--- config.mk ---
export PLATFORM = sky130hd
export DESIGN_NAME = intctl_multi
export DESIGN_NICKNAME = d
export VERILOG_FILES = /design/src/rtl/intctl_multi.sv
export SDC_FILE = /design/constraint.sdc
export NUM_CORES = 1
export LEC_CHECK = 0
export CAP_MARGIN = 30
export CORE_MARGIN = 10
export CORE_UTILIZATION = 41
export DETAILED_ROUTE_END_ITERATION = 6
export GPL_ROUTABILITY_DRIVEN = 0
export PLACE_DENSITY = 0.84
export SLEW_MARGIN = 20
export SYNTH_ARGS = -nofsm -noshare
export SYNTH_HDL_FRONTEND = slang
export SYNTH_SLANG_ARGS = --single-unit
--- constraint.sdc ---
create_clock -name CLOCK -period 2.3 [get_ports CLOCK]
set_clock_uncertainty 0.1 [all_clocks]
set_input_delay 0.575 -clock CLOCK [delete_from_list [all_inputs] [get_ports CLOCK]]
set_output_delay 0.575 -clock CLOCK [all_outputs]
set_load 0.03 [all_outputs]
--- src/rtl/intctl_multi.sv ---
// intctl_multi: arbitrates NCHAN interrupt sources onto one Unibus BR/BG level
// and runs the BR -> SACK -> BBSY/INTR -> SSYN vector transfer for the winner.
module intctl_multi #(
    parameter int NCHAN  = 4,
    parameter int GDLY   = 4,
    parameter int ROTATE = 0,
    parameter int TMO    = 1023
) (
    input  logic               CLOCK,
    input  logic               RESET,
    input  logic [8*NCHAN-1:0] intvecs,
    input  logic               bbsy_in_h,
    input  logic               bg_in_l,
    input  logic               init_in_h,
    input  logic               sack_in_h,
    input  logic               ssyn_in_h,
    output logic               bbsy_out_h,
    output logic               bg_out_l,
    output logic               br_out_h,
    output logic [15:0]        d_out_h,
    output logic               intr_out_h,
    output logic               sack_out_h,
    output logic [NCHAN-1:0]   intack,
    output logic               inttmo
);

    localparam int SELW = (NCHAN > 1) ? $clog2(NCHAN) : 1;

    typedef enum logic [1:0] {S_IDLE, S_REQ, S_SACK, S_MASTER} state_t;

    state_t            state_q;
    logic              br_q, sack_q, bbsy_q, intr_q, inttmo_q;
    logic [15:0]       d_q;
    logic [NCHAN-1:0]  intack_q;
    logic [3:0]        dly_q;
    logic [15:0]       tmo_q;
    logic [SELW-1:0]   sel_q, ptr_q;
    logic [SELW-1:0]   sel_d;
    logic [NCHAN-1:0]  req;
    logic              any;
    logic [7:0]        selvec;

    // SACK from other masters is visible on the port but drives no decision
    logic unused_sack;
    assign unused_sack = sack_in_h;

    // Per-channel request: bit0 low means the channel holds a vector
    for (genvar i = 0; i < NCHAN; i++) begin : g_req
        assign req[i] = ~intvecs[8*i];
    end
    assign any    = |req;
    assign selvec = intvecs[int'(sel_q)*8 +: 8];

    // Winner: lowest index, or first requester after the last serviced one
    always_comb begin
        int   idx;
        logic found;
        sel_d = '0;
        found = 1'b0;
        idx   = 0;
        for (int k = 0; k < NCHAN; k++) begin
            idx = (ROTATE != 0) ? ((int'(ptr_q) + 1 + k) % NCHAN) : k;
            if (!found && req[idx]) begin
                found = 1'b1;
                sel_d = SELW'(idx);
            end
        end
    end

    // Bus request / grant / vector transfer sequencer with registered outputs
    always_ff @(posedge CLOCK) begin
        if (!RESET || init_in_h) begin
            state_q  <= S_IDLE;
            br_q     <= 1'b0;
            sack_q   <= 1'b0;
            bbsy_q   <= 1'b0;
            intr_q   <= 1'b0;
            d_q      <= '0;
            intack_q <= '0;
            inttmo_q <= 1'b0;
            dly_q    <= '0;
            tmo_q    <= '0;
            sel_q    <= '0;
            ptr_q    <= '0;
        end else begin
            intack_q <= '0;
            inttmo_q <= 1'b0;
            case (state_q)
                S_IDLE: begin
                    // A grant already low here belongs to a downstream device
                    if (any && bg_in_l) begin
                        br_q    <= 1'b1;
                        dly_q   <= '0;
                        state_q <= S_REQ;
                    end
                end
                S_REQ: begin
                    if (bg_in_l) begin
                        dly_q <= '0;
                    end else if (dly_q != 4'(GDLY)) begin
                        dly_q <= dly_q + 4'd1;
                    end else begin
                        br_q    <= 1'b0;
                        sack_q  <= 1'b1;
                        sel_q   <= sel_d;
                        state_q <= S_SACK;
                    end
                end
                S_SACK: begin
                    if (!bbsy_in_h && bg_in_l && !ssyn_in_h) begin
                        sack_q <= 1'b0;
                        if (!intvecs[int'(sel_q)*8]) begin
                            bbsy_q  <= 1'b1;
                            intr_q  <= 1'b1;
                            d_q     <= {8'b0, selvec[7:2], 2'b00};
                            tmo_q   <= '0;
                            state_q <= S_MASTER;
                        end else begin
                            state_q <= S_IDLE;
                        end
                    end
                end
                S_MASTER: begin
                    if (ssyn_in_h) begin
                        bbsy_q          <= 1'b0;
                        intr_q          <= 1'b0;
                        d_q             <= '0;
                        intack_q[sel_q] <= 1'b1;
                        ptr_q           <= sel_q;
                        state_q         <= S_IDLE;
                    end else if (tmo_q == 16'(TMO)) begin
                        bbsy_q   <= 1'b0;
                        intr_q   <= 1'b0;
                        d_q      <= '0;
                        inttmo_q <= 1'b1;
                        state_q  <= S_IDLE;
                    end else begin
                        tmo_q <= tmo_q + 16'd1;
                    end
                end
                default: state_q <= S_IDLE;
            endcase
        end
    end

    assign br_out_h   = br_q;
    assign sack_out_h = sack_q;
    assign bbsy_out_h = bbsy_q;
    assign intr_out_h = intr_q;
    assign d_out_h    = d_q;
    assign intack     = intack_q;
    assign inttmo     = inttmo_q;
    assign bg_out_l   = br_q | bg_in_l;

endmodule

==> flow_metrics.env, run 1 <==
export IMPL_slowest_stage="mux4_2"
export IMPL_grtUsageTotal_pct=13.5
export IMPL_crit_family="simple AND/OR/NAND/NOR gates"
export IMPL_reg2reg_to="tmo_q[3]$_SDFFE_PP0P_"
export IMPL_power_density_nw_per_um2=495
export IMPL_final_nets=343
export IMPL_worstSetupStartpointType="input pin"
export IMPL_reg2regPathDepth=6
export IMPL_fin_util_pct=58.9
export IMPL_port_buffers=49
export IMPL_startpoint="intvecs[16]"
export IMPL_syn_mean_instance_area_um2=8.54
export IMPL_die_w_um=89.8
export IMPL_yosysMostFrequentCell="dfxtp_1"
export IMPL_ys_seq_area_share_pct=38.0
export IMPL_power_uw=1380
export IMPL_grt_pass1_vias=1985
export IMPL_setup_slack_ps=53.6
export IMPL_hold_viol=0
export IMPL_die_h_um=89.8
export IMPL_antenna_cells=0
export IMPL_fin_area_um2=2780
export IMPL_critPathKind="in2reg"
export IMPL_synth_cell_type_count=40
export IMPL_setup_tns_ps=0
export IMPL_yosys_register_bits=38
export IMPL_initial_core_util_pct=42.3
export IMPL_hold_path_end="d_out_h[4]$_SDFFE_PP0P_"
export IMPL_max_freq_mhz=445
export IMPL_ios=65
export IMPL_synth_area_um2=2000
export IMPL_end_kind="register"
export IMPL_cts_root_buffer="clkbuf_8"
export IMPL_vias=1936
export IMPL_hold_path_class="reg2reg"
export IMPL_antenna_found_initial=0
export IMPL_drc_errors=0
export IMPL_yosysWarnings=0
export IMPL_placed_cell_area_um2=2660
export IMPL_synth_top_area_cell="dfxtp_1"
export IMPL_clk_latency_ps=290
export IMPL_worstPathMaxFanout=6
export IMPL_grt_start_max_net_pins=15
export IMPL_finalSetupViolCount=0
export IMPL_period_share_pct=97.7
export IMPL_grt_setup_unrepaired="no"
export IMPL_h_tree_depth=2
export IMPL_worstHoldStart="d_out_h[4]$_SDFFE_PP0P_"
export IMPL_rows=25
export IMPL_synthTopCellsByCount="38 x dfxtp_1, 24 x a21oi_1, 20 x nand2_1"
export IMPL_synth_edf_count=0
export IMPL_cts_tree="yes"
export IMPL_critPathArrivalTime_ps=2380
export IMPL_die_area_um2=8070
export IMPL_cellLeakagePower_uw=0.000954
export IMPL_drtIter0Drc=148
export IMPL_status="finished clean"
export IMPL_overflow=0
export IMPL_slowest_delay_ps=470
export IMPL_wirelength_mm=5.44
export IMPL_async_reset_ff_share_pct=0
export IMPL_min_period_ps=2250
export IMPL_drive_gt1_share_pct=16.6
export IMPL_ys_top_cells_by_area="dfxtp_1 38%, mux4_2 7.9%, a21oi_1 6.0%, buf_4 4.1%, nand2_1 3.8%"
export IMPL_cap_violations=0
export IMPL_syn_inst=234
export IMPL_cts_inserted_buffers=5
export IMPL_grt_pass1_wl_mm=9.25
export IMPL_cp_num_buf_inv=2
export IMPL_rr_startpoint="sel_q[0]$_SDFFE_PP0P_"
export IMPL_ant_nets=0
export IMPL_max_vdd_ir_drop_v=0.000269
export IMPL_crit_path_cell_trace="clkdlybuf4s15_1, mux4_2, or3_4, buf_4, o21a_2, or3_1, a21oi_1"
export IMPL_crit_required_ps=2430
export IMPL_holdBufCountCts=0
export IMPL_syn2layout_area_growth_pct=39.2
export IMPL_coreArea_um2=4720
export IMPL_path_clk_slew_ps=70
export IMPL_hpwl_mm=4.16
export IMPL_holdPathStages=2
export IMPL_vias_per_cell=5.25
export IMPL_place_ws_ps=-583
export IMPL_cts_sinks=38
export IMPL_dr_pass1_iters=4
export IMPL_synth_top_area_share_pct=38.0
export IMPL_drv_slew=0
export IMPL_avgRoutedWirePerCell_um=14.7
export IMPL_synthFlopType="dfxtp_1"
export IMPL_ff2ff_setup_slack_ps=100
export IMPL_cts_buffer_depth=2
## cells by family after synthesis
| group | synth area share, % |
|---|---|
| AOI/OAI and AO/OA | 14.8 |
| xor gates and xnor gates | 1.75 |
| adders and majority gates | 1.88 |
| buffers and inverters | 7.45 |
| DFF | 38.0 |
| muxes | 8.89 |
| other | 0.188 |
| and+or+nand+nor | 27.0 |
## per-layer routing
| layer | part of all wire [%] | vias up | GRT usage, % |
|---|---|---|---|
| met4 | 1.9 | 0 | 6.06 |
| met3 | 5.4 | 9 | 4.74 |
| met2 | 51 | 42 | 24.0 |
| met1 | 42 | 911 | 14.0 |
| met5 | 0 | - | 0 |
| li1 | - | 974 | - |
## cell usage in the layout, fill, tap and decap left out, types with 2 or more instances in the layout
master / n
nor2_1: 18
clkbuf_8: 5
nor2b_1: 3
nand2_1: 20
o31ai_1: 3
o21ai_0: 12
nor3_1: 7
nor4bb_1: 2
buf_2: 2
nand4_1: 7
a21oi_1: 23
dlygate4sd2_1: 3
or4_1: 3
conb_1: 10
inv_1: 6
or3_1: 7
clkdlybuf4s50_1: 41
clkinv_2: 2
nand2b_1: 4
xnor2_1: 3
ha_1: 3
buf_4: 22
nor4_1: 5
and4_1: 2
o21a_1: 4
mux4_2: 7
mux2i_1: 2
dfxtp_1: 38
nand3_1: 12
o31a_1: 2
nand3b_1: 3
## area by class of cell
class                           count  area (µm²)
Inverter                            6        22.5
Clock inverter                      3        40.0
Clock buffer                        5        68.8
Fill cell                         430        1940
Multi-Input combinational cell    178        1150
Tap cell                           67        83.8
Sequential cell                    38         761
Timing Repair Buffer               72         658
## state kept, by name, summed over array words and instances (netlist names)
signal,count
tmo_q,16
dly_q,4
d_out_h,6
sack_out_h,1
inttmo,1
sel_q,2
intr_out_h,1
intack,4
br_out_h,1
state_q,2
## power by group
part           internal, µW  switching (µW)
clock network           319             242
logic                  82.6            71.8
registers               660            3.98
total                  1060             317
## worst max path at each step
stage / end / cells after the start
2_1_floorplan: tmo_q[13]$_SDFFE_PP0P_ / 6
3_3_place_gp: tmo_q[13]$_SDFFE_PP0P_ / 6
3_5_place_dp: tmo_q[13]$_SDFFE_PP0P_ / 6
4_1_cts: tmo_q[13]$_SDFFE_PP0P_ / 6
5_1_grt: tmo_q[3]$_SDFFE_PP0P_ / 7
6_report: tmo_q[3]$_SDFFE_PP0P_ / 7
## tightest hold or removal path: cells and delay by family (launching register included)
family	cells	cell delay, ps
flops	1	310
simple gates	1	60
compound gates	1	60
## what timing repair did
action,in CTS,in global routing
gates resized for setup,19,3
gates cloned,1,0
pin swaps,4,3
setup buffers,1,0
endpoints found under the setup margin,17,5
## through the flow
step                hold slack, ps  std cells
floorplan                      356        243
global placement               355        359
detailed placement             359        359
CTS                            370        369
global route                   404        369
finish                         368        369
No activity file was read; power rests on OpenSTA's default activity.
==> inputs of run 2 (changes only) <==
--- a/config.mk
+++ b/config.mk
@@ -7,10 +7,11 @@
 export LEC_CHECK = 0
 export CAP_MARGIN = 30
 export CORE_MARGIN = 10
-export CORE_UTILIZATION = 41
+export CORE_UTILIZATION = 46
 export DETAILED_ROUTE_END_ITERATION = 6
+export DONT_BUFFER_PORTS = 1
 export GPL_ROUTABILITY_DRIVEN = 0
-export PLACE_DENSITY = 0.84
+export PLACE_DENSITY = 0.6
 export SLEW_MARGIN = 20
 export SYNTH_ARGS = -nofsm -noshare
 export SYNTH_HDL_FRONTEND = slang
==> run 2 against run 1 <==
Against the previous run: clock power hardly changed; utilization shrank 5.3 points; via count decreased by 16%; largest power group unchanged; critical path depth shrank 2; clock-buffer cell count stayed put.
==> flow_metrics.env, run 2 (same netlist as run 1, synthesis figures left out) <==
export IMPL_tightest_slew_ps=693
export IMPL_hold_path_class="reg2reg"
export IMPL_ff2ff_setup_slack_ps=120
export IMPL_cts_root_buffer="clkbuf_8"
export IMPL_critPathArrivalTime_ps=2310
export IMPL_layout_common_cells="37 x dfxtp_1, 24 x a21oi_1, 20 x nand2_1, 18 x nor2_1, 14 x buf_4"
export IMPL_antenna_cells=0
export IMPL_holdPathStages=2
export IMPL_startpoint="sel_q[0]$_SDFFE_PP0P_"
export IMPL_cts_buffer_depth=2
export IMPL_worstSetupStartpointType="register"
export IMPL_drtIter0Drc=56
export IMPL_period_share_pct=94.8
export IMPL_rr_startpoint="sel_q[0]$_SDFFE_PP0P_"
export IMPL_worstHoldStart="tmo_q[15]$_SDFFE_PP0P_"
export IMPL_drive_gt1_share_pct=14.3
export IMPL_grt_setup_unrepaired="no"
export IMPL_ios=65
export IMPL_cts_inserted_buffers=5
export IMPL_end_kind="register"
export IMPL_grt_pass1_wl_mm=7.53
export IMPL_max_vdd_ir_drop_v=0.000338
export IMPL_vias=1625
export IMPL_overflow=0
export IMPL_hpwl_mm=3.51
export IMPL_rows=23
export IMPL_die_area_um2=7380
export IMPL_layout_cells_non_filler=294
export IMPL_worstPathMaxFanout=13
export IMPL_drv_slew=0
export IMPL_layout_commonest_cell="dfxtp_1"
export IMPL_vias_per_cell=5.53
export IMPL_clk_latency_ps=290
export IMPL_initial_core_util_pct=48.6
export IMPL_cts_sinks=38
export IMPL_grt_start_max_net_pins=18
export IMPL_crit_path_end="tmo_q[13]$_SDFFE_PP0P_"
export IMPL_grt_pass1_vias=1594
export IMPL_cts_tree="yes"
export IMPL_final_nets=285
export IMPL_wirelength_mm=4.59
export IMPL_reg2reg_to="tmo_q[13]$_SDFFE_PP0P_"
export IMPL_largest_register_ffs=16
export IMPL_regMostFlops="tmo_q"
export IMPL_dr_pass1_iters=4
export IMPL_port_buffers=0
export IMPL_placed_cells=286
export IMPL_die_h_um=85.9
export IMPL_critPathKind="reg2reg"
export IMPL_die_w_um=85.9
export IMPL_status="finished clean"
export IMPL_power_density_nw_per_um2=591
export IMPL_hold_viol=0
export IMPL_grtUsageTotal_pct=12.4
export IMPL_ant_nets=0
export IMPL_power_uw=1310
export IMPL_reg2regPathDepth=5
export IMPL_relSlewSlack_pct=53.8
export IMPL_cap_violations=0
export IMPL_cellLeakagePower_uw=0.000725
export IMPL_coreArea_um2=4120
export IMPL_drc_errors=0
export IMPL_h_tree_depth=2
export IMPL_finalSetupViolCount=0
export IMPL_max_freq_mhz=459
export IMPL_crit_required_ps=2430
export IMPL_min_period_ps=2180
export IMPL_avgRoutedWirePerCell_um=15.6
export IMPL_path_clk_slew_ps=80
export IMPL_holdBufCountCts=0
export IMPL_antenna_found_initial=0
export IMPL_syn2layout_area_growth_pct=10.4
-- run 2: cell count changes in the layout (fill, tap and decap cells not counted), moves of 2 or more --
cell / before / now
buf_2: 2 / 0
clkdlybuf4s50_1: 41 / 0
buf_4: 22 / 14
dlygate4sd2_1: 3 / 0
-- run 2: layout make-up --
| class | instances | area [µm²] |
|---|---|---|
| repair buffers | 15 | 125 |
| clock buffers | 5 | 68.8 |
| clock inverters | 3 | 40.0 |
| flip-flops and latches | 38 | 762 |
| multi-input cells | 177 | 1130 |
| inverters | 6 | 22.5 |
| well taps | 50 | 62.6 |
| fillers | 384 | 1910 |
-- run 2: metal layers --
metal / GRT usage, % / vias up / part of all wire (%)
met4: 6.29 / 0 / 2.2
met2: 19.0 / 33 / 47
met3: 5.87 / 10 / 7.7
li1: - / 844 / -
met5: 0 / - / 0
met1: 14.1 / 738 / 43
-- run 2: power breakdown --
group,total (µW),internal (µW),switching (µW)
registers,666,660,6.19
logic,79.1,27.0,52.0
clock network,560,319,241
total,1310,1010,299
-- run 2: how the worst min path moves through the flow --
stage,end,slack (ps)
2_1_floorplan,tmo_q[15]$_SDFFE_PP0P_,360
4_1_cts,state_q[0]$_SDFFE_PP0P_,380
6_report,tmo_q[15]$_SDFFE_PP0P_,380
3_5_place_dp,tmo_q[15]$_SDFFE_PP0P_,380
3_3_place_gp,tmo_q[15]$_SDFFE_PP0P_,370
5_1_grt,state_q[0]$_SDFFE_PP0P_,390
-- run 2: through the flow --
step	utilization (%)	setup slack [ps]	hold slack, ps	instance area (µm²)	setup TNS (ps)
global placement	51.0	-71.1	374	2100	-319
detailed placement	51.0	-80.0	379	2100	-354
global route	53.6	17.3	392	2210	0
CTS	53.6	86.4	376	2210	0
finish	53.6	121	385	2210	0
floorplan	-	-118	356	2050	-770
-- run 2: worst max-delay path: stages (launching register included) --
cell and delay (ps):
dfxtp_2 340, mux4_2 500, or3_1 410, o21a_4 190, or4_1 470, a21oi_1 120
-- run 2: repair_timing --
action / CTS / global route
resized for setup: 0 / 1
buffers inserted: 0 / 0
setup endpoints to repair: 0 / 1
==> inputs of run 3 (changes only) <==
--- a/config.mk
+++ b/config.mk
@@ -11,7 +11,7 @@
 export DETAILED_ROUTE_END_ITERATION = 6
 export DONT_BUFFER_PORTS = 1
 export GPL_ROUTABILITY_DRIVEN = 0
-export PLACE_DENSITY = 0.6
+export PLACE_DENSITY = 0.58
 export SLEW_MARGIN = 20
 export SYNTH_ARGS = -nofsm -noshare
 export SYNTH_HDL_FRONTEND = slang
==> constraint.sdc (replaced) <==
create_clock -name CLOCK -period 2.8 [get_ports CLOCK]
set_clock_uncertainty 0.1 [all_clocks]
set_input_delay 0.7 -clock CLOCK [delete_from_list [all_inputs] [get_ports CLOCK]]
set_output_delay 0.7 -clock CLOCK [all_outputs]
set_load 0.03 [all_outputs]
==> run 3 against run 2 <==
Against the previous run: highest routed layer unchanged; critical path type is now in2reg; global-route usage shrank 0.14 points; clock-buffer cell count grew 1; critical endpoint unchanged; first-iteration DRC count grew 34%.
==> flow_metrics.env, run 3 (same netlist as run 1, synthesis figures left out) <==
export IMPL_status="finished clean"
export IMPL_grt_setup_unrepaired="no"
export IMPL_power_uw=1070
export IMPL_grt_start_max_net_pins=25
export IMPL_ff2ff_setup_slack_ps=400
export IMPL_port_buffers=0
export IMPL_place_ws_ps=96.0
export IMPL_max_vdd_ir_drop_v=0.000297
export IMPL_grt_pass1_vias=1637
export IMPL_setup_slack_ps=394
export IMPL_final_nets=274
export IMPL_critPathKind="in2reg"
export IMPL_holdPathStages=2
export IMPL_cap_violations=0
export IMPL_ios=65
export IMPL_layout_common_cells="38 x dfxtp_1, 24 x a21oi_1, 20 x nand2_1, 18 x nor2_1"
export IMPL_post_cts_setup_buffers=0
export IMPL_finalSetupViolCount=0
export IMPL_antenna_found_initial=0
export IMPL_reg2regPathDepth=5
export IMPL_drv_slew=0
export IMPL_drc_errors=0
export IMPL_critPathArrivalTime_ps=2520
export IMPL_whs_ps=393
export IMPL_rr_startpoint="sel_q[0]$_SDFFE_PP0P_"
export IMPL_switching_share_pct=21.3
export IMPL_die_area_um2=7380
export IMPL_max_freq_mhz=416
export IMPL_cts_inserted_buffers=5
export IMPL_tightest_slew_ps=653
export IMPL_worstSetupStartpointType="input pin"
export IMPL_min_period_ps=2410
export IMPL_coreArea_um2=4120
export IMPL_cts_root_buffer="clkbuf_8"
export IMPL_path_clk_slew_ps=70
export IMPL_hold_viol=0
export IMPL_layout_commonest_cell="dfxtp_1"
export IMPL_period_share_pct=85.9
export IMPL_avgRoutedWirePerCell_um=16.5
export IMPL_grt_pass1_wl_mm=7.49
export IMPL_power_share_clock_pct=43.5
export IMPL_rows=23
export IMPL_setup_tns_ps=0
export IMPL_relSlewSlack_pct=56.4
export IMPL_h_tree_depth=2
export IMPL_startpoint="intvecs[24]"
export IMPL_regMostFlops="tmo_q"
export IMPL_ant_nets=0
export IMPL_hold_path_class="reg2reg"
export IMPL_p_sw_uw=228
export IMPL_cellLeakagePower_uw=0.000665
export IMPL_intPower_uw=844
export IMPL_vias_per_cell=5.93
export IMPL_worstHoldStart="tmo_q[15]$_SDFFE_PP0P_"
export IMPL_largest_register_ffs=16
export IMPL_dr_pass1_iters=4
export IMPL_initial_core_util_pct=48.6
export IMPL_drive_gt1_share_pct=9.48
export IMPL_crit_required_ps=2910
export IMPL_drtIter0Drc=75
export IMPL_cts_resized=0
export IMPL_hpwl_mm=3.60
export IMPL_worstPathMaxFanout=24
export IMPL_end_kind="register"
export IMPL_die_w_um=85.9
export IMPL_clk_latency_ps=290
export IMPL_cts_buffer_depth=2
export IMPL_slowest_delay_ps=520
export IMPL_crit_path_cell_trace="mux4_2, or3_1, o21a_4, or4_1, a21oi_1"
export IMPL_pwr_share_seq_pct=51.1
export IMPL_fin_area_um2=2110
export IMPL_combPwrFrac_pct=5.4
export IMPL_hold_path_end="tmo_q[15]$_SDFFE_PP0P_"
export IMPL_syn2layout_area_growth_pct=5.63
export IMPL_cts_tree="yes"
export IMPL_overflow=0
export IMPL_reg2reg_to="tmo_q[13]$_SDFFE_PP0P_"
export IMPL_power_density_nw_per_um2=507
export IMPL_wirelength_mm=4.65
export IMPL_vias=1671
export IMPL_cts_sinks=38
export IMPL_holdBufCountCts=0
export IMPL_placed_cell_area_um2=2000
export IMPL_antenna_cells=0
export IMPL_die_h_um=85.9
export IMPL_grtUsageTotal_pct=12.3
export IMPL_slowest_stage="or4_1"
run 3: how the worst max path moves through the flow:
stage,to,slack [ps],cells after the start
2_1_floorplan,tmo_q[8]$_SDFFE_PP0P_,170,7
3_3_place_gp,tmo_q[15]$_SDFFE_PP0P_,130,5
3_5_place_dp,tmo_q[13]$_SDFFE_PP0P_,100,5
4_1_cts,tmo_q[13]$_SDFFE_PP0P_,390,5
5_1_grt,tmo_q[15]$_SDFFE_PP0P_,290,5
6_report,tmo_q[13]$_SDFFE_PP0P_,390,5
run 3: critical path: cells and delay by family:
family           cells  cell delay, ps
AND/OR/NAND/NOR      2             950
multiplexers         1             490
AO/OA/AOI/OAI        2             370
run 3: per-stage QoR:
step	utilization [%]	instances
CTS	51.3	282
finish	51.3	282
floorplan	-	243
global route	51.3	282
detailed placement	48.6	275
global placement	48.6	275
run 3: routing by layer:
metal	GRT usage [%]	vias up	share of wire, %
met3	6.43	4	9.2
met1	12.7	793	39
met2	20.7	47	50
met5	0	-	0
met4	4.34	0	1.2
li1	-	827	-
run 3: cell type report:
cell class / count / area, µm²
Fill cell: 375 / 2000
Multi-Input combinational cell: 177 / 1120
Sequential cell: 38 / 761
Clock buffer: 6 / 82.6
Tap cell: 50 / 62.6
Clock inverter: 1 / 30.0
Timing Repair Buffer: 4 / 30.0
Inverter: 6 / 22.5
run 3: power by group through the flow:
stage	registers, µW	clock network [µW]	logic (µW)
6_report	548	467	57.5
5_1_grt	548	504	63.2
4_1_cts	548	483	56.8
3_5_place_dp	560	0	56.7
3_3_place_gp	560	0	56.4
2_1_floorplan	557	0	64.9
